File: src/rtl/alu_flag_cond_unit_pkg.sv
// Shared types for the ALU flag/condition unit: condition codes, flag bundle,
// query FSM states and the ARM-style condition evaluator.
package alu_pkg;

   typedef enum logic [3:0] {
      COND_EQ = 4'd0,
      COND_NE = 4'd1,
      COND_CS = 4'd2,
      COND_CC = 4'd3,
      COND_MI = 4'd4,
      COND_PL = 4'd5,
      COND_VS = 4'd6,
      COND_VC = 4'd7,
      COND_HI = 4'd8,
      COND_LS = 4'd9,
      COND_GE = 4'd10,
      COND_LT = 4'd11,
      COND_GT = 4'd12,
      COND_LE = 4'd13,
      COND_AL = 4'd14,
      COND_NV = 4'd15
   } cond_t;

   typedef struct packed {
      logic n;
      logic z;
      logic c;
      logic v;
   } flags_t;

   typedef enum logic [1:0] {
      ST_IDLE = 2'd0,
      ST_WAIT = 2'd1,
      ST_RESP = 2'd2
   } state_t;

   function automatic logic cond_eval(cond_t cond, flags_t f);
      logic r;
      r = 1'b0;
      case (cond)
         COND_EQ: r = f.z;
         COND_NE: r = ~f.z;
         COND_CS: r = f.c;
         COND_CC: r = ~f.c;
         COND_MI: r = f.n;
         COND_PL: r = ~f.n;
         COND_VS: r = f.v;
         COND_VC: r = ~f.v;
         COND_HI: r = f.c & ~f.z;
         COND_LS: r = ~f.c | f.z;
         COND_GE: r = (f.n == f.v);
         COND_LT: r = (f.n != f.v);
         COND_GT: r = ~f.z & (f.n == f.v);
         COND_LE: r = f.z | (f.n != f.v);
         COND_AL: r = 1'b1;
         COND_NV: r = 1'b0;
      endcase
      return r;
   endfunction

endpackage

File: src/rtl/alu_flag_cond_unit_if.sv
// ALU status update, condition query and response handshake bundle.
// master = ALU/branch side driving updates and queries; slave = the flag unit.
interface alu_flag_cond_unit_if #(
   parameter int N = 4
);
   logic         upd_valid;
   logic [N-1:0] upd_rslt;
   logic         upd_z;
   logic         upd_n;
   logic         upd_c;
   logic         upd_ov;
   logic         q_valid;
   logic         q_ready;
   logic [3:0]   q_cond;
   logic         resp_valid;
   logic         resp_ready;
   logic         resp_taken;

   modport master (
      output upd_valid, upd_rslt, upd_z, upd_n, upd_c, upd_ov,
      output q_valid, q_cond, resp_ready,
      input  q_ready, resp_valid, resp_taken
   );

   modport slave (
      input  upd_valid, upd_rslt, upd_z, upd_n, upd_c, upd_ov,
      input  q_valid, q_cond, resp_ready,
      output q_ready, resp_valid, resp_taken
   );
endinterface

File: src/rtl/alu_flag_cond_unit_cond_eval.sv
// Combinational condition-code evaluator wrapping alu_pkg::cond_eval.
module alu_cond_eval
   import alu_pkg::*;
(
   input  cond_t  cond,
   input  flags_t flags,
   output logic   taken
);

   assign taken = cond_eval(cond, flags);

endmodule

File: src/rtl/alu_flag_cond_unit.sv
// Flag/status register, overflow tracking and condition-query FSM.
// Optional FLAG_FORWARD_EN: evaluate against incoming flags on a same-cycle update.
module alu_flag_cond_unit
   import alu_pkg::*;
#(
   parameter int N     = 4,
   parameter int CNT_W = 8
) (
   input  logic                 clk,
   input  logic                 rst_n,
   alu_flag_cond_unit_if.slave  bus,
   input  logic                 clr_sticky,
   output logic [N-1:0]         rslt_q,
   output logic [3:0]           nzcv,
   output logic [CNT_W-1:0]     ov_count,
   output logic                 ov_sticky
);

   state_t state, state_n;
   cond_t  cond_q, cond_n;
   logic   taken_q, taken_n;
   flags_t flags_q;
   flags_t upd_flags;
   cond_t  eval_cond;
   logic   reg_taken;

   assign upd_flags = '{n: bus.upd_n, z: bus.upd_z, c: bus.upd_c, v: bus.upd_ov};

   // In IDLE the live query code is evaluated; in WAIT the latched one is.
   assign eval_cond = (state == ST_IDLE) ? cond_t'(bus.q_cond) : cond_q;

   alu_cond_eval u_eval_reg (
      .cond  (eval_cond),
      .flags (flags_q),
      .taken (reg_taken)
   );

`ifdef FLAG_FORWARD_EN
   logic fwd_taken;

   alu_cond_eval u_eval_fwd (
      .cond  (cond_t'(bus.q_cond)),
      .flags (upd_flags),
      .taken (fwd_taken)
   );
`endif

   always_ff @(posedge clk or negedge rst_n) begin
      if (!rst_n) begin
         rslt_q  <= '0;
         flags_q <= '0;
      end else if (bus.upd_valid) begin
         rslt_q  <= bus.upd_rslt;
         flags_q <= upd_flags;
      end
   end

   assign nzcv = flags_q;

   // An overflow update in the same cycle as a clear wins: count restarts at 1.
   always_ff @(posedge clk or negedge rst_n) begin
      if (!rst_n) begin
         ov_count  <= '0;
         ov_sticky <= 1'b0;
      end else if (bus.upd_valid && bus.upd_ov) begin
         ov_sticky <= 1'b1;
         if (clr_sticky)
            ov_count <= CNT_W'(1);
         else if (ov_count != {CNT_W{1'b1}})
            ov_count <= ov_count + CNT_W'(1);
      end else if (clr_sticky) begin
         ov_count  <= '0;
         ov_sticky <= 1'b0;
      end
   end

   always_ff @(posedge clk or negedge rst_n) begin
      if (!rst_n) begin
         state   <= ST_IDLE;
         cond_q  <= COND_EQ;
         taken_q <= 1'b0;
      end else begin
         state   <= state_n;
         cond_q  <= cond_n;
         taken_q <= taken_n;
      end
   end

   always_comb begin
      state_n = state;
      cond_n  = cond_q;
      taken_n = taken_q;
      case (state)
         ST_IDLE: begin
            if (bus.q_valid) begin
               cond_n = cond_t'(bus.q_cond);
               if (bus.upd_valid) begin
`ifdef FLAG_FORWARD_EN
                  taken_n = fwd_taken;
                  state_n = ST_RESP;
`else
                  state_n = ST_WAIT;
`endif
               end else begin
                  taken_n = reg_taken;
                  state_n = ST_RESP;
               end
            end
         end
         ST_WAIT: begin
            taken_n = reg_taken;
            state_n = ST_RESP;
         end
         ST_RESP: begin
            if (bus.resp_ready)
               state_n = ST_IDLE;
         end
         default: state_n = ST_IDLE;
      endcase
   end

   assign bus.q_ready    = (state == ST_IDLE);
   assign bus.resp_valid = (state == ST_RESP);
   assign bus.resp_taken = (state == ST_RESP) & taken_q;

endmodule

File: src/flat_wrapper.sv
// flat-port wrapper written by rule: the top's interface ports become plain ports
module alu_flag_cond_unit_flat import alu_pkg::*;
#(
   parameter int N     = 4,
   parameter int CNT_W = 8
)
  (clk, rst_n, clr_sticky, rslt_q, nzcv, ov_count, ov_sticky, bus_upd_valid, bus_upd_rslt, bus_upd_z, bus_upd_n, bus_upd_c, bus_upd_ov, bus_q_valid, bus_q_cond, bus_resp_ready, bus_q_ready, bus_resp_valid, bus_resp_taken);
  alu_flag_cond_unit_if #(.N(N)) bus_i ();
  input  logic clk;
  input  logic rst_n;
  input  logic clr_sticky;
  output logic [N-1:0] rslt_q;
  output logic [3:0] nzcv;
  output logic [CNT_W-1:0] ov_count;
  output logic ov_sticky;
  input wire logic [$bits(bus_i.upd_valid)-1:0] bus_upd_valid;
  input wire logic [$bits(bus_i.upd_rslt)-1:0] bus_upd_rslt;
  input wire logic [$bits(bus_i.upd_z)-1:0] bus_upd_z;
  input wire logic [$bits(bus_i.upd_n)-1:0] bus_upd_n;
  input wire logic [$bits(bus_i.upd_c)-1:0] bus_upd_c;
  input wire logic [$bits(bus_i.upd_ov)-1:0] bus_upd_ov;
  input wire logic [$bits(bus_i.q_valid)-1:0] bus_q_valid;
  input wire logic [$bits(bus_i.q_cond)-1:0] bus_q_cond;
  input wire logic [$bits(bus_i.resp_ready)-1:0] bus_resp_ready;
  output wire logic [$bits(bus_i.q_ready)-1:0] bus_q_ready;
  output wire logic [$bits(bus_i.resp_valid)-1:0] bus_resp_valid;
  output wire logic [$bits(bus_i.resp_taken)-1:0] bus_resp_taken;
  assign bus_i.upd_valid = bus_upd_valid;
  assign bus_i.upd_rslt = bus_upd_rslt;
  assign bus_i.upd_z = bus_upd_z;
  assign bus_i.upd_n = bus_upd_n;
  assign bus_i.upd_c = bus_upd_c;
  assign bus_i.upd_ov = bus_upd_ov;
  assign bus_i.q_valid = bus_q_valid;
  assign bus_i.q_cond = bus_q_cond;
  assign bus_i.resp_ready = bus_resp_ready;
  assign bus_q_ready = bus_i.q_ready;
  assign bus_resp_valid = bus_i.resp_valid;
  assign bus_resp_taken = bus_i.resp_taken;
  alu_flag_cond_unit #(.N(N), .CNT_W(CNT_W)) u_core (.clk(clk), .rst_n(rst_n), .bus(bus_i), .clr_sticky(clr_sticky), .rslt_q(rslt_q), .nzcv(nzcv), .ov_count(ov_count), .ov_sticky(ov_sticky));
endmodule
File: config.mk
export PLATFORM = sky130hd
export DESIGN_NAME = alu_flag_cond_unit_flat
export DESIGN_NICKNAME = d
export VERILOG_FILES = /design/src/rtl/alu_flag_cond_unit_pkg.sv /design/src/rtl/alu_flag_cond_unit_if.sv /design/src/rtl/alu_flag_cond_unit_cond_eval.sv /design/src/rtl/alu_flag_cond_unit.sv /design/src/flat_wrapper.sv
export SDC_FILE = /design/constraint.sdc
export NUM_CORES = 1
export LEC_CHECK = 0
export ABC_AREA = 1
export ABC_CLOCK_PERIOD_IN_PS = 2000
export CAP_MARGIN = 5
export CORE_UTILIZATION = 47
export DETAILED_ROUTE_END_ITERATION = 8
export GPL_TIMING_DRIVEN = 0
export PLACE_DENSITY = 0.76
export SLEW_MARGIN = 5
export SYNTH_ARGS = -nofsm -noshare
export SYNTH_HDL_FRONTEND = slang
export SYNTH_HIERARCHICAL = 1
export SYNTH_SLANG_ARGS = --single-unit
export TNS_END_PERCENT = 10
File: constraint.sdc
create_clock -name clk -period 2 [get_ports clk]
set_clock_uncertainty 0.05 [all_clocks]
set_input_delay 0.3 -clock clk [delete_from_list [all_inputs] [get_ports clk]]
set_output_delay 0.3 -clock clk [all_outputs]
set_load 0.05 [all_outputs]
* Word-level counts from Yosys, hierarchy flattened
Cells that the tools add are included.
** Storage, ports and cells
- Bits of input ports :: 18
- Output and inout port bits :: 20
- Register bits :: 24
- Logic and storage cells :: 68
** Operators by class
- Muxes and demuxes :: 15
- Equality and inequality tests :: 23
- Reductions and logical operators :: 10
- Add/subtract/negate cells :: 1
- Bitwise gates (word level) :: 9
** Operators by type and width (number)
- $eq 4x4->1 const B :: 8
- $mux 8 :: 4
- $eq 4x3->1 const B :: 4
- $pmux 1 s16 :: 1
- $add 8x1->8 const B :: 1
- $eq 4x2->1 const B :: 2
- $ne 8x8->1 const B :: 1
- $mux 2 :: 3
- $ne 2x2->1 const B :: 3
- $pmux 2 s3 :: 1
- $reduce_and 2->1 :: 3
- $reduce_bool 2->1 :: 3
- $eq 4x1->1 const B :: 1
- $logic_not 4->1 :: 1
- $mux 1 :: 4
- $mux 4 :: 1
- $not 1->1 :: 4
- $and 1x1->1 :: 3
- $reduce_and 3->1 :: 1
- $eq 2x1->1 const B :: 1
- $eq 2x2->1 const B :: 1
- $logic_not 2->1 :: 1
- $or 1x1->1 :: 2
- $pmux 1 s2 :: 1
- 3 further kinds :: 3

* Longest topological paths before layout
- Depth in word-level cells :: 7
- Depth in mapped cells :: 16
- Gate-level depth less buffers :: 15

* Cells and area by module
The synthesis kept the hierarchy.
** By module, submodules not included
- alu_flag_cond_unit :: area each 1176.1 um2, cells an instance 146, sequential area each 600.6 um2, instances 1
- alu_cond_eval :: area each 205.2 um2, cells an instance 45, sequential area each 0.0 um2, instances 1

* Worst setup path after synthesis
Ideal clock, no wire load.
- Kind :: reg-to-reg
- From :: reg u_core.state[0]
- To :: reg u_core.taken_q
- Setup time :: 129 ps
- Arrival time :: 1787 ps
- Slack :: 34 ps
- Clock period less this slack :: 1966 ps
- Path buffers :: 1
- Stages on the path, launching flop included :: 14
- Required time :: 1821 ps
- Path through :: dfrtp_1 -> nor2_1 -> buf_4 -> nor2_1 -> a21oi_1 -> inv_2 -> nand2_1 -> nand2_1 -> o211ai_1 -> nand3_1 -> nor2_2 -> nand3_2 -> nor2_1 -> a21oi_1
** On the way
- Cells in the longest elaborated chain, start to end :: 7
- Elaborated cells between the ends (all ways) :: 27
- Classes of those cells :: 18 x eq/ne; 5 x mux; 4 x reduce/logical
** Ends and longest elaborated chain
- start: declaration :: line alu_flag_cond_unit.sv:19 : state_t state, state_n;
- start signal: assignment :: line alu_flag_cond_unit.sv:83 : state <= state_n;
- $logic_not 2->1 *
- named net bus_q_ready :: line flat_wrapper.sv:25 : output wire logic [$bits(bus_i.q_ready)-1:0] bus_q_ready;
- $mux 4 * :: line alu_flag_cond_unit.sv:30 : assign eval_cond = (state == ST_IDLE) ? cond_t'(bus.q_cond) : cond_q;
- named net u_core.eval_cond[0] :: line alu_flag_cond_unit.sv:24 : cond_t eval_cond;
- $eq 4x4->1, or another cell as far along :: line alu_flag_cond_unit_pkg.sv:40 : case (cond)
- $pmux 1 s16 * :: line alu_flag_cond_unit_pkg.sv:40
- named net u_core.reg_taken :: line alu_flag_cond_unit.sv:25 : logic reg_taken;
- $mux 1 :: line alu_flag_cond_unit.sv:97 : if (bus.upd_valid) begin
- $mux 1 :: line alu_flag_cond_unit.sv:95 : if (bus.q_valid) begin
- $pmux 1 s2 * :: line alu_flag_cond_unit.sv:93 : case (state)
- end signal: assignment :: line alu_flag_cond_unit.sv:85 : taken_q <= taken_n;
- end: declaration :: line alu_flag_cond_unit.sv:21 : logic taken_q, taken_n;
The timed path passes the listed nets; every way through them passes the cells marked *. The select of a mux whose other input is x is not followed.
A chain may end at the register's enable or synchronous reset.

* Worst setup path after layout
- From :: reg u_core.state[1]
- To :: out bus_q_ready
** On the way
- Cells in the longest elaborated chain, start to end :: 1
** Ends and longest elaborated chain
- $logic_not 2->1 :: line alu_flag_cond_unit.sv:122 : assign bus.q_ready = (state == ST_IDLE);
- end: declaration :: line flat_wrapper.sv:25
No other way between the ends.

==> impl_metrics.py <==
metrics = {
    "outcome": {
        "outcome": "complete, no violations",
    },
    "yosys": {
        "yosysWarnings": 6,
        "synth_top_area_cell": "dfrtp_1",
        "netlist_top_cells_count": "nand2_1 (68), dfrtp_1 (24), inv_1 (23)",
        "synth_top_area_share_pct": 43.48,
        "synth_seq_cells": 24,
        "synthMostInstantiatedCell": "nand2_1",
        "synth_flop_cell": "dfrtp_1",
        "synth-xor-area-share_pct": 0.6341,
        "syn_nets": 210,
        "synth_fa_ha_area_share_pct": 0.9058,
        "synthMuxAreaShare_pct": 0,
        "synth_top_family_by_area": "simple AND/OR/NAND/NOR gates",
        "synth_area_leaders": "dfrtp_1 (43%), nand2_1 (18%), inv_1 (6.3%)",
        "synth_area_mm2": 0.001381,
        "syn_inst": 191,
        "synth-simple-area-share_pct": 36.23,
        "synth_compound_area_share_pct": 10.60,
        "avgSynthCellArea_um2": 7.232,
        "synth-async-reset-ratio_pct": 100.0,
        "synth_cell_types": 24,
        "synth_edf_count": 0,
        "ys_seq_area_share_pct": 43.48,
    },
    "worst_setup_path": {
        "crit_path_max_incr_delay_ns": 0.54,
        "crit_path_top_delay_cell": "dlygate4sd2_1",
        "critPathMaxFanout": 5,
        "cp_cell_sequence": "nor2_4, buf_2, dlygate4sd2_1",
        "required_ns": 1.65,
        "crit_start": "u_core/state[1]",
        "rr_startpoint": "u_core/state[1]",
        "startpoint_type": "register",
        "cp-end-kind": "output port",
        "arrival_ns": 1.63,
        "worst-setup-path-type": "register to output port",
    },
    "cells_and_area": {
        "multi_input_area_um2": 709.4,
        "design_area_mm2": 0.001913,
        "final_core_util_pct": 68.78,
        "layout.area.seq_um2": 600.6,
        "fin_cells": 269,
        "drive_gt1_share_pct": 14.71,
        "antenna_cells": 0,
        "fillers": 238,
        "finalNetCount": 258,
        "syn_to_final_growth_pct": 38.50,
    },
    "cts": {
        "ctsHoldBuffers": 0,
        "clk_latency_ns": 0.30,
        "cts_tree": "built",
        "htree_num_levels": 1,
        "clockBufferDepth": 2,
        "clk_pin_slew_ns": 0.13,
        "cts_sinks": 24,
        "cts_buffers": 3,
        "cts_root_buf": "clkbuf_4",
    },
    "detailed_routing": {
        "via_count": 1391,
        "drtIter0Drc": 50,
        "wl_per_cell_um": 12.09,
        "ant_nets": 0,
        "drt_pass1_iterations": 4,
        "avgViaCountPerCell": 5.171,
        "routed_wl_um": 3252,
        "drc": 0,
    },
    "sta": {
        "maxSlewHeadroom_pct": 30.08,
        "worst_pin_slew_ns": 1.046,
        "finalCritPeriodShare_pct": 98.77,
        "fin_setup_tns_ns": 0,
        "hold_slack_ns": 0.2365,
        "fin_ws_ns": 0.02462,
        "drv_slew": 0,
        "period_minus_slack_ns": 1.975,
        "hold_viol_final": 0,
        "rsz0062_at_grt": "yes",
        "fmax_ghz": 0.5062,
        "setup_violations": 0,
    },
    "power": {
        "p_total_mw": 1.908,
        "ir_drop_uv": 811.8,
        "power.density_mw_per_mm2": 997.2,
        "leakage_nw": 0.9989,
    },
    "global_routing": {
        "grt_pass1_wl_um": 5319,
        "grt_usage_pct": 20.84,
        "grt_max_degree": 25,
        "grt_pass1_vias": 1352,
        "antenna_found_initial": 0,
        "grt.overflow.total": 0,
    },
    "placement": {
        "dp.cells": 258,
        "gp_congestion": 0.8920,
        "io_buffers": 36,
        "place_ws_ns": -0.1151,
        "dpl_cell_area_mm2": 0.001780,
        "hpwl_um": 2317,
    },
    "floorplanning": {
        "die_width_um": 56.21,
        "io-pin-count": 38,
        "start_util_pct": 49.66,
        "rows": 19,
        "die_h_um": 56.21,
        "die-area_mm2": 0.003160,
        "core_region_area_mm2": 0.002781,
    },
    "worst_hold_path": {
        "hp-class": "input port to register",
        "worstHoldStart": "bus_upd_valid",
    },
    "run": {
        "cap_violations": 0,
    },
}
## routing by layer
metal	routed length, um	global-route usage, %	share of wire (%)
met5	0	0	0
met3	147	2.326	4.5
met4	85	8.711	2.6
met2	1583	37.07	49
met1	1436	25.45	44
## power by group
group	switching, mW	internal, mW
combinational	0.655	0.384
sequential	0.0573	0.567
clock	0.134	0.111
total	0.846	1.06
## logic make-up after synthesis
group	count (synthesis)
xor+xnor	1
flops	24
compound gates	25
buf+inv	28
fa+ha+maj	1
simple gates	112
## worst paths after layout
path	end	slack, ns	cells after the start
max in group asynchronous	u_core/rslt_q[2]	0.77	1
min	u_core/rslt_q[3]	0.24	3
max reg2reg	u_core/taken_q	0.10	13
max	bus_q_ready	0.02	3
min in group asynchronous	u_core/cond_q[3]	0.50	1
min reg2reg	u_core/rslt_q[2]	0.44	2
## sequential cells by signal (all words and copies together), names as in the netlist
signal,flops
u_core/cond_q,4
u_core/rslt_q,4
u_core/state,2
u_core/ov_sticky,1
u_core/taken_q,1
u_core/ov_count,8
u_core/nzcv,4
## cells in the final DEF, fill, tap and decap left out, drive strengths merged
| cell | synthesis | layout |
|---|---|---|
| o21ai | 14 | 14 |
| o211ai | 3 | 3 |
| buf | 2 | 9 |
| clkinv | 1 | 1 |
| clkbuf | 0 | 5 |
| dfrtp | 24 | 24 |
| dlymetal6s2s | 0 | 4 |
| dlygate4sd2 | 0 | 3 |
| clkdlybuf4s50 | 0 | 28 |
| nand3 | 15 | 15 |
| o31ai | 1 | 1 |
| nand4 | 4 | 4 |
| nor3 | 1 | 1 |
| a21oi | 7 | 7 |
| nor2 | 20 | 20 |
| inv | 25 | 25 |
| ha | 1 | 1 |
| xor2 | 1 | 1 |
| nand2 | 72 | 72 |
## critical path: cells and delay by family, from the launching register on
kind | cells | cell delay (ns)
buffers and inverters | 2 | 0.74
DFF | 1 | 0.44
and+or+nand+nor | 1 | 0.14
## timing repair
item | in CTS | in global routing
pin swaps | 0 | 1
setup buffers | 0 | 6
cloned | 0 | 1
setup endpoints to repair | 5 | 6
gates resized for setup | 5 | 16
## final cells by class
cell class                 count  share of cell area [%]
inverter                      26                   5.101
timing repair buffer          43                   21.52
clock buffer                   4                   1.897
buffer                         2                  0.9810
sequential                    24                   31.39
tap                           31                   2.027
multi-input combinational    139                   37.08
(Power assumes the default switching activity.)
